File: config.mk
export PLATFORM = sky130hd
export DESIGN_NAME = nrzi_decoder
export DESIGN_NICKNAME = d
export VERILOG_FILES = /design/src/rtl/nrzi_decoder.sv
export SDC_FILE = /design/constraint.sdc
export NUM_CORES = 1
export LEC_CHECK = 0
export CAP_MARGIN = 25
export CORE_UTILIZATION = 50
export DETAILED_ROUTE_END_ITERATION = 16
export PLACE_DENSITY = 0.7
export RECOVER_POWER = 25
export SLEW_MARGIN = 30
export SYNTH_ARGS = -nofsm -noshare
export SYNTH_HDL_FRONTEND = slang
export SYNTH_SLANG_ARGS = --single-unit
File: constraint.sdc
create_clock -name clock -period 1.9 [get_ports clock]
set_clock_uncertainty 0.05 [all_clocks]
set_input_delay 0.38 -clock clock [delete_from_list [all_inputs] [get_ports clock]]
set_output_delay 0.38 -clock clock [all_outputs]
set_load 0.02 [all_outputs]
File: src/rtl/nrzi_decoder.sv
// NRZI line decoder: sync hunt, LSB-first byte assembly and end-of-packet framing.
// Define NRZI_DEC_DESTUFF_EN to enable removal of the bit following six consecutive 1s.
module nrzi_decoder (
    input  logic       clock,
    input  logic       reset_n,
    input  logic       line_en,
    input  logic       din,
    output logic [7:0] data,
    output logic       data_valid,
    output logic       sop,
    output logic       eop,
    output logic       err
);

    typedef enum logic {StHunt, StData} state_e;

    // Newest decoded bit enters at the MSB, so seven 0s then a 1 reads as 8'h80.
    localparam logic [7:0] SyncPattern = 8'h80;

    state_e     state_q, state_d;
    logic       prev_line_q, prev_line_d;
    logic [7:0] sync_q, sync_d;
    logic [2:0] bit_cnt_q, bit_cnt_d;
    logic [7:0] byte_q, byte_d;
    logic [7:0] data_q, data_d;
    logic       data_valid_q, data_valid_d;
    logic       sop_q, sop_d;
    logic       eop_q, eop_d;
    logic       err_q, err_d;

    logic       dec_bit;
    logic       keep_bit;
    logic [7:0] sync_shift;

`ifdef NRZI_DEC_DESTUFF_EN
    localparam logic [2:0] StuffLimit = 3'd6;
    logic [2:0] ones_cnt_q, ones_cnt_d;
`endif

    assign dec_bit    = (din == prev_line_q);
    assign sync_shift = {dec_bit, sync_q[7:1]};

    always_comb begin
        state_d      = state_q;
        prev_line_d  = prev_line_q;
        sync_d       = sync_q;
        bit_cnt_d    = bit_cnt_q;
        byte_d       = byte_q;
        data_d       = data_q;
        data_valid_d = 1'b0;
        sop_d        = 1'b0;
        eop_d        = 1'b0;
        err_d        = 1'b0;
        keep_bit     = 1'b0;
`ifdef NRZI_DEC_DESTUFF_EN
        ones_cnt_d   = ones_cnt_q;
`endif

        if (!line_en) begin
            prev_line_d = 1'b1;
            sync_d      = 8'hFF;
            if (state_q == StData) begin
                eop_d     = 1'b1;
                err_d     = (bit_cnt_q != 3'd0);
                state_d   = StHunt;
                bit_cnt_d = 3'd0;
                byte_d    = 8'h00;
`ifdef NRZI_DEC_DESTUFF_EN
                ones_cnt_d = 3'd0;
`endif
            end
        end else begin
            prev_line_d = din;
            unique case (state_q)
                StHunt: begin
                    sync_d = sync_shift;
                    if (sync_shift == SyncPattern) begin
                        state_d   = StData;
                        sop_d     = 1'b1;
                        sync_d    = 8'hFF;
                        bit_cnt_d = 3'd0;
                        byte_d    = 8'h00;
`ifdef NRZI_DEC_DESTUFF_EN
                        ones_cnt_d = 3'd1;
`endif
                    end
                end
                StData: begin
`ifdef NRZI_DEC_DESTUFF_EN
                    if (ones_cnt_q == StuffLimit) begin
                        ones_cnt_d = 3'd0;
                        if (dec_bit) begin
                            err_d     = 1'b1;
                            state_d   = StHunt;
                            bit_cnt_d = 3'd0;
                            byte_d    = 8'h00;
                        end
                    end else begin
                        keep_bit   = 1'b1;
                        ones_cnt_d = dec_bit ? ones_cnt_q + 3'd1 : 3'd0;
                    end
`else
                    keep_bit = 1'b1;
`endif
                    if (keep_bit) begin
                        byte_d[bit_cnt_q] = dec_bit;
                        bit_cnt_d         = bit_cnt_q + 3'd1;
                        if (bit_cnt_q == 3'd7) begin
                            data_d       = byte_d;
                            data_valid_d = 1'b1;
                        end
                    end
                end
                default: state_d = StHunt;
            endcase
        end
    end

    always_ff @(posedge clock or negedge reset_n) begin
        if (!reset_n) begin
            state_q      <= StHunt;
            prev_line_q  <= 1'b1;
            sync_q       <= 8'hFF;
            bit_cnt_q    <= 3'd0;
            byte_q       <= 8'h00;
            data_q       <= 8'h00;
            data_valid_q <= 1'b0;
            sop_q        <= 1'b0;
            eop_q        <= 1'b0;
            err_q        <= 1'b0;
`ifdef NRZI_DEC_DESTUFF_EN
            ones_cnt_q   <= 3'd0;
`endif
        end else begin
            state_q      <= state_d;
            prev_line_q  <= prev_line_d;
            sync_q       <= sync_d;
            bit_cnt_q    <= bit_cnt_d;
            byte_q       <= byte_d;
            data_q       <= data_d;
            data_valid_q <= data_valid_d;
            sop_q        <= sop_d;
            eop_q        <= eop_d;
            err_q        <= err_d;
`ifdef NRZI_DEC_DESTUFF_EN
            ones_cnt_q   <= ones_cnt_d;
`endif
        end
    end

    assign data       = data_q;
    assign data_valid = data_valid_q;
    assign sop        = sop_q;
    assign eop        = eop_q;
    assign err        = err_q;

endmodule
======== Word level (Yosys, flattened, before mapping) ========
Cells that the tools add are included.
storage, ports and cells
  flip-flop bits (word level) ............. 33
  bits of input ports ..................... 4
  output and inout port bits .............. 12
  logic and storage cells ................. 51
cells by class
  add/sub/neg operators ................... 1
  $lt $le $gt $ge ......................... 2
  eq/ne operators ......................... 5
  multiplexer cells ....................... 27
  bitwise logic cells ..................... 1
  reductions and logical operators ........ 5
operators by type and width
  kind                 number
  $mux 8               6
  $pmux 8 s2           1
  $mux 1               14
  $mux 3               3
  $bwmux 8             1
  $eq 8x8->1 const B   1
  $pmux 3 s2           1
  $lt 3x4->1 const B   1
  $add 3x1->3 const B  1
  $demux 1 s3          1
  $eq 3x3->1 const B   1
  $ge 3x1->1 const B   1
  $ne 3x3->1 const B   1
  $reduce_and 3->1     1
  $reduce_bool 3->1    1
  $ne 2x2->1 const B   1
  $reduce_and 2->1     1
  $reduce_bool 2->1    1
  $eq 1x1->1           1
  $logic_and 1x1->1    1
  $not 1->1            1

======== Depth between registers and ports, before layout ========
  depth in word-level cells ............... 7
  depth in mapped cells ................... 6
  gate-level depth less buffers ........... 5

======== Worst setup path after synthesis ========
OpenSTA, ideal clock, no wires.
  path type ............................... reg-to-reg
  from .................................... reg bit_cnt_q[0]
  to ...................................... reg data_q[3] (netlist: data[3])
  arrival ................................. 1,262 ps
  data required time ...................... 1,714 ps
  setup slack ............................. 452 ps
  stages on the path, launching flop included .. 6
  path buffers ............................ 1
  period minus slack after synthesis ...... 1,448 ps
  cell sequence ........................... dfrtp_1 ha_1 ha_1 nand3_1 clkbuf_1 o21ai_0
between the ends
  cells in the longest elaborated chain, start to end .. 5
RTL lines
  item                                                                   line  text
  start: declaration                                                     23    logic [2:0] bit_cnt_q, bit_cnt_d;
  start signal: assignment                                               138   bit_cnt_q <= bit_cnt_d;
  $lt 3x4->1 (not written as such) / $ge 3x1->1 (equally long branches)  106   byte_d[bit_cnt_q] = dec_bit;
  $logic_and 1x1->1 (not written as such)                                106
  $mux 1 (not written as such)                                           106
  $demux 1 s3                                                            106
  $bwmux 8                                                               106
  end signal: assignment                                                 140   data_q <= data_d;
  end: declaration                                                       25    logic [7:0] data_q, data_d;
Parallel ways exist; a longest one is shown, timed or not.
A chain may end at the register's enable or synchronous reset.

======== Final worst setup path ========
  from .................................... reg data_q[0] (netlist: data[0])
  to ...................................... out data[0]
RTL lines
  item              line  text
  end: declaration  8     output logic [7:0] data,
No word-level cell between the ends.

==> flow_summary.ini <==
[clock_tree]
root_buffer = clkbuf_4
cts_setup_buffers = 0
holdBufCountCts = 0
cts_tree = built
htreeDepth = 2
cts_buffer_depth = 2
cts_sinks = 32
cts-resized-gates = 0
cts_buffers = 5
clkTransAtPathRegs_ns = 0.09
insertion_delay_ns = 0.34

[worst_setup_path]
critPathSlowestCell = clkdlybuf4s50_1
start_kind = flip-flop
crit_path_max_fanout = 2
crit_required_ns = 1.47
crit_path_end_kind = output port
cp_slowest_stage_delay_ns = 0.61
path_cells = clkdlybuf4s50_1
reg2reg_slack_ns = 0.38
crit_family = buffers and inverters
arrival_ns = 1.31
reg2reg_from = bit_cnt_q[0]
reg2regPathDepth = 5
worstSetupPathType = flip-flop to output port
reg2reg_to = data[0]
cp_num_buf_inv = 1

[placement]
gp_congestion = 0.7557
place_area_mm2 = 0.001618
dp_hpwl_um = 1733
numPortBuffers = 15

[synth]
postSynthCellCount = 118
synth_nets = 125
synth_area_mm2 = 0.001421
synth_cell_types = 30
ys_ff_latch = 32
yosysWarnings = 0
avgSynthCellArea_um2 = 12.05
yosysSeqAreaShare = 0.5704

[min_path]
whs_endpoint = data[5]
min_from = data[5]
hp-class = flip-flop to flip-flop
min_path_cells = 2

[floorplan]
row_count = 18
ioPinCount = 16
start_util = 0.5488
fp.dieH_um = 55.32
core-area_mm2 = 0.002590
die-area_mm2 = 0.003060
die_w_um = 55.32

[routing]
vias = 953
vias_per_cell = 5.639
drt.antenna.violating_nets = 0
dr.pass1.iters = 4
drt_iter0_drc = 20
wl_um = 2550
drc = 0
avgRoutedWirePerCell_um = 15.09

[layout]
final_common_cell = dfrtp_1
fillers = 216
drive_above_1_share = 0.1871
final_cell_mix = 24 x dfrtp_1, 14 x clkdlybuf4s50_1, 10 x nand2_1
nets = 145
antenna_cells = 0
fin_area_mm2 = 0.001677
synthToLayoutAreaGrowth_pct = 17.96

[power]
finalPower_mw = 1.155
p_leak_nw = 0.7533
power-per-cell-area_mw_per_mm2 = 689.2
ir_drop_mv = 0.6184

[sta]
rsz0062_at_grt = no
slew_headroom = 0.4901
fmax_mhz = 575.3
drv_slew = 0
finalSetupViolCount = 0
period_share = 0.9149
fin_crit_ns = 1.738
tightest_slew_ns = 0.7648
hold_violations = 0
finalSetupTns_ns = 0

[global_routing]
grt_pass1_vias = 880
grt_max_degree = 33
use_met2 = 0.2478
top_usage_layer = met1
grt_overflow = 0
grt_usage = 0.1878
grt_util_met3 = 0.08431
met1_usage = 0.2601
antenna_found_initial = 0
grt_pass1_wl_um = 4291

[run_status]
status = finished clean

[flow_run]
max-cap-violations = 0
-- where the power goes --
| part | switching [mW] | internal, mW | total, mW |
|---|---|---|---|
| Clock | 0.230 | 0.176 | 0.406 |
| Combinational | 0.0326 | 0.0202 | 0.0528 |
| Sequential | 0.00593 | 0.691 | 0.697 |
-- metrics by stage --
step                      std cells    util  worst slack, ns  hold WS [ns]
after floorplan                 118       -           0.4520       0.03441
after global placement          161  0.6246          0.05946        0.4132
after detailed placement        161  0.6246         -0.02754        0.4221
after CTS                       169  0.6483           0.1470        0.3938
after global routing            169  0.6473           0.1039        0.4609
final                           169  0.6473           0.1618        0.4382
-- area by class of cell --
cell class | instances | area (µm²) | area share
Inverter | 7 | 26.28 | 0.01567
Tap cell | 30 | 37.54 | 0.02239
Timing Repair Buffer | 22 | 200.2 | 0.1194
Clock inverter | 2 | 10.01 | 0.005970
Multi-Input combinational cell | 70 | 540.5 | 0.3224
Sequential cell | 32 | 810.8 | 0.4836
Clock buffer | 6 | 51.30 | 0.03060
-- how the worst max path moves through the flow --
stage | from | to | cells after the start
3_3_place_gp | din | bit_cnt_q[2] | 4
6_report | data[0] | data[0] | 1
4_1_cts | data[0] | data[0] | 1
3_5_place_dp | din | bit_cnt_q[1] | 4
2_1_floorplan | bit_cnt_q[0] | data[3] | 5
5_1_grt | data[5] | data[5] | 1
-- sequential cells by signal, summed over array words and instances (netlist names) --
name and count:
prev_line_q 1, data 8, byte_q 8, sop 1, sync_q 7, data_valid 1
state_q 1, eop 1, bit_cnt_q 3, err 1
-- synthesized netlist by cell type --
| cell type | n | share of area |
|---|---|---|
| a21boi_0 | 1 | 0.0053 |
| a21o_1 | 1 | 0.0053 |
| a32o_1 | 2 | 0.014 |
| a41oi_2 | 1 | 0.011 |
| and3_1 | 1 | 0.0044 |
| and4_1 | 1 | 0.0062 |
| buf_2 | 5 | 0.018 |
| buf_4 | 1 | 0.0053 |
| clkbuf_1 | 3 | 0.0079 |
| dfrtp_1 | 24 | 0.42 |
| dfstp_2 | 8 | 0.15 |
| ha_1 | 3 | 0.026 |
| inv_1 | 7 | 0.018 |
| mux2i_1 | 9 | 0.063 |
| nand2_1 | 10 | 0.026 |
| nand2b_1 | 2 | 0.0088 |
| nand3_1 | 3 | 0.011 |
| nand3b_1 | 3 | 0.016 |
| nor2_1 | 2 | 0.0053 |
| nor2b_1 | 1 | 0.0044 |
| nor3_1 | 1 | 0.0035 |
| nor3_2 | 1 | 0.0070 |
| nor3b_1 | 3 | 0.016 |
| nor4_4 | 1 | 0.015 |
| o21a_1 | 1 | 0.0053 |
| o21ai_0 | 8 | 0.028 |
| o2bb2ai_1 | 5 | 0.031 |
| o32a_1 | 6 | 0.042 |
| o32ai_1 | 3 | 0.018 |
| xnor2_1 | 1 | 0.0062 |
-- worst register-to-register path, cell delays in order (launching register included) --
cell and delay, ns:
dfrtp_1 0.53, ha_1 0.27, ha_1 0.17, nand3_1 0.06, buf_4 0.20, o21ai_0 0.12
-- cells by family (layout without fill, tap and decap cells) --
kind of cell,after synthesis,count (layout),share of synthesized area
buf+inv,16,37,0.04930
compound gates,28,28,0.1611
xor+xnor,1,1,0.006163
flops,32,32,0.5704
simple gates,29,29,0.1232
mux,9,9,0.06338
fa+ha+maj,3,3,0.02641
-- routing by layer --
metal  share of wire  wire length [µm]
met4           0.018                46
met2            0.45              1144
met3           0.038                97
met1            0.49              1261
met5               0                 0
Note: power is estimated with default switching activity, not from simulation.
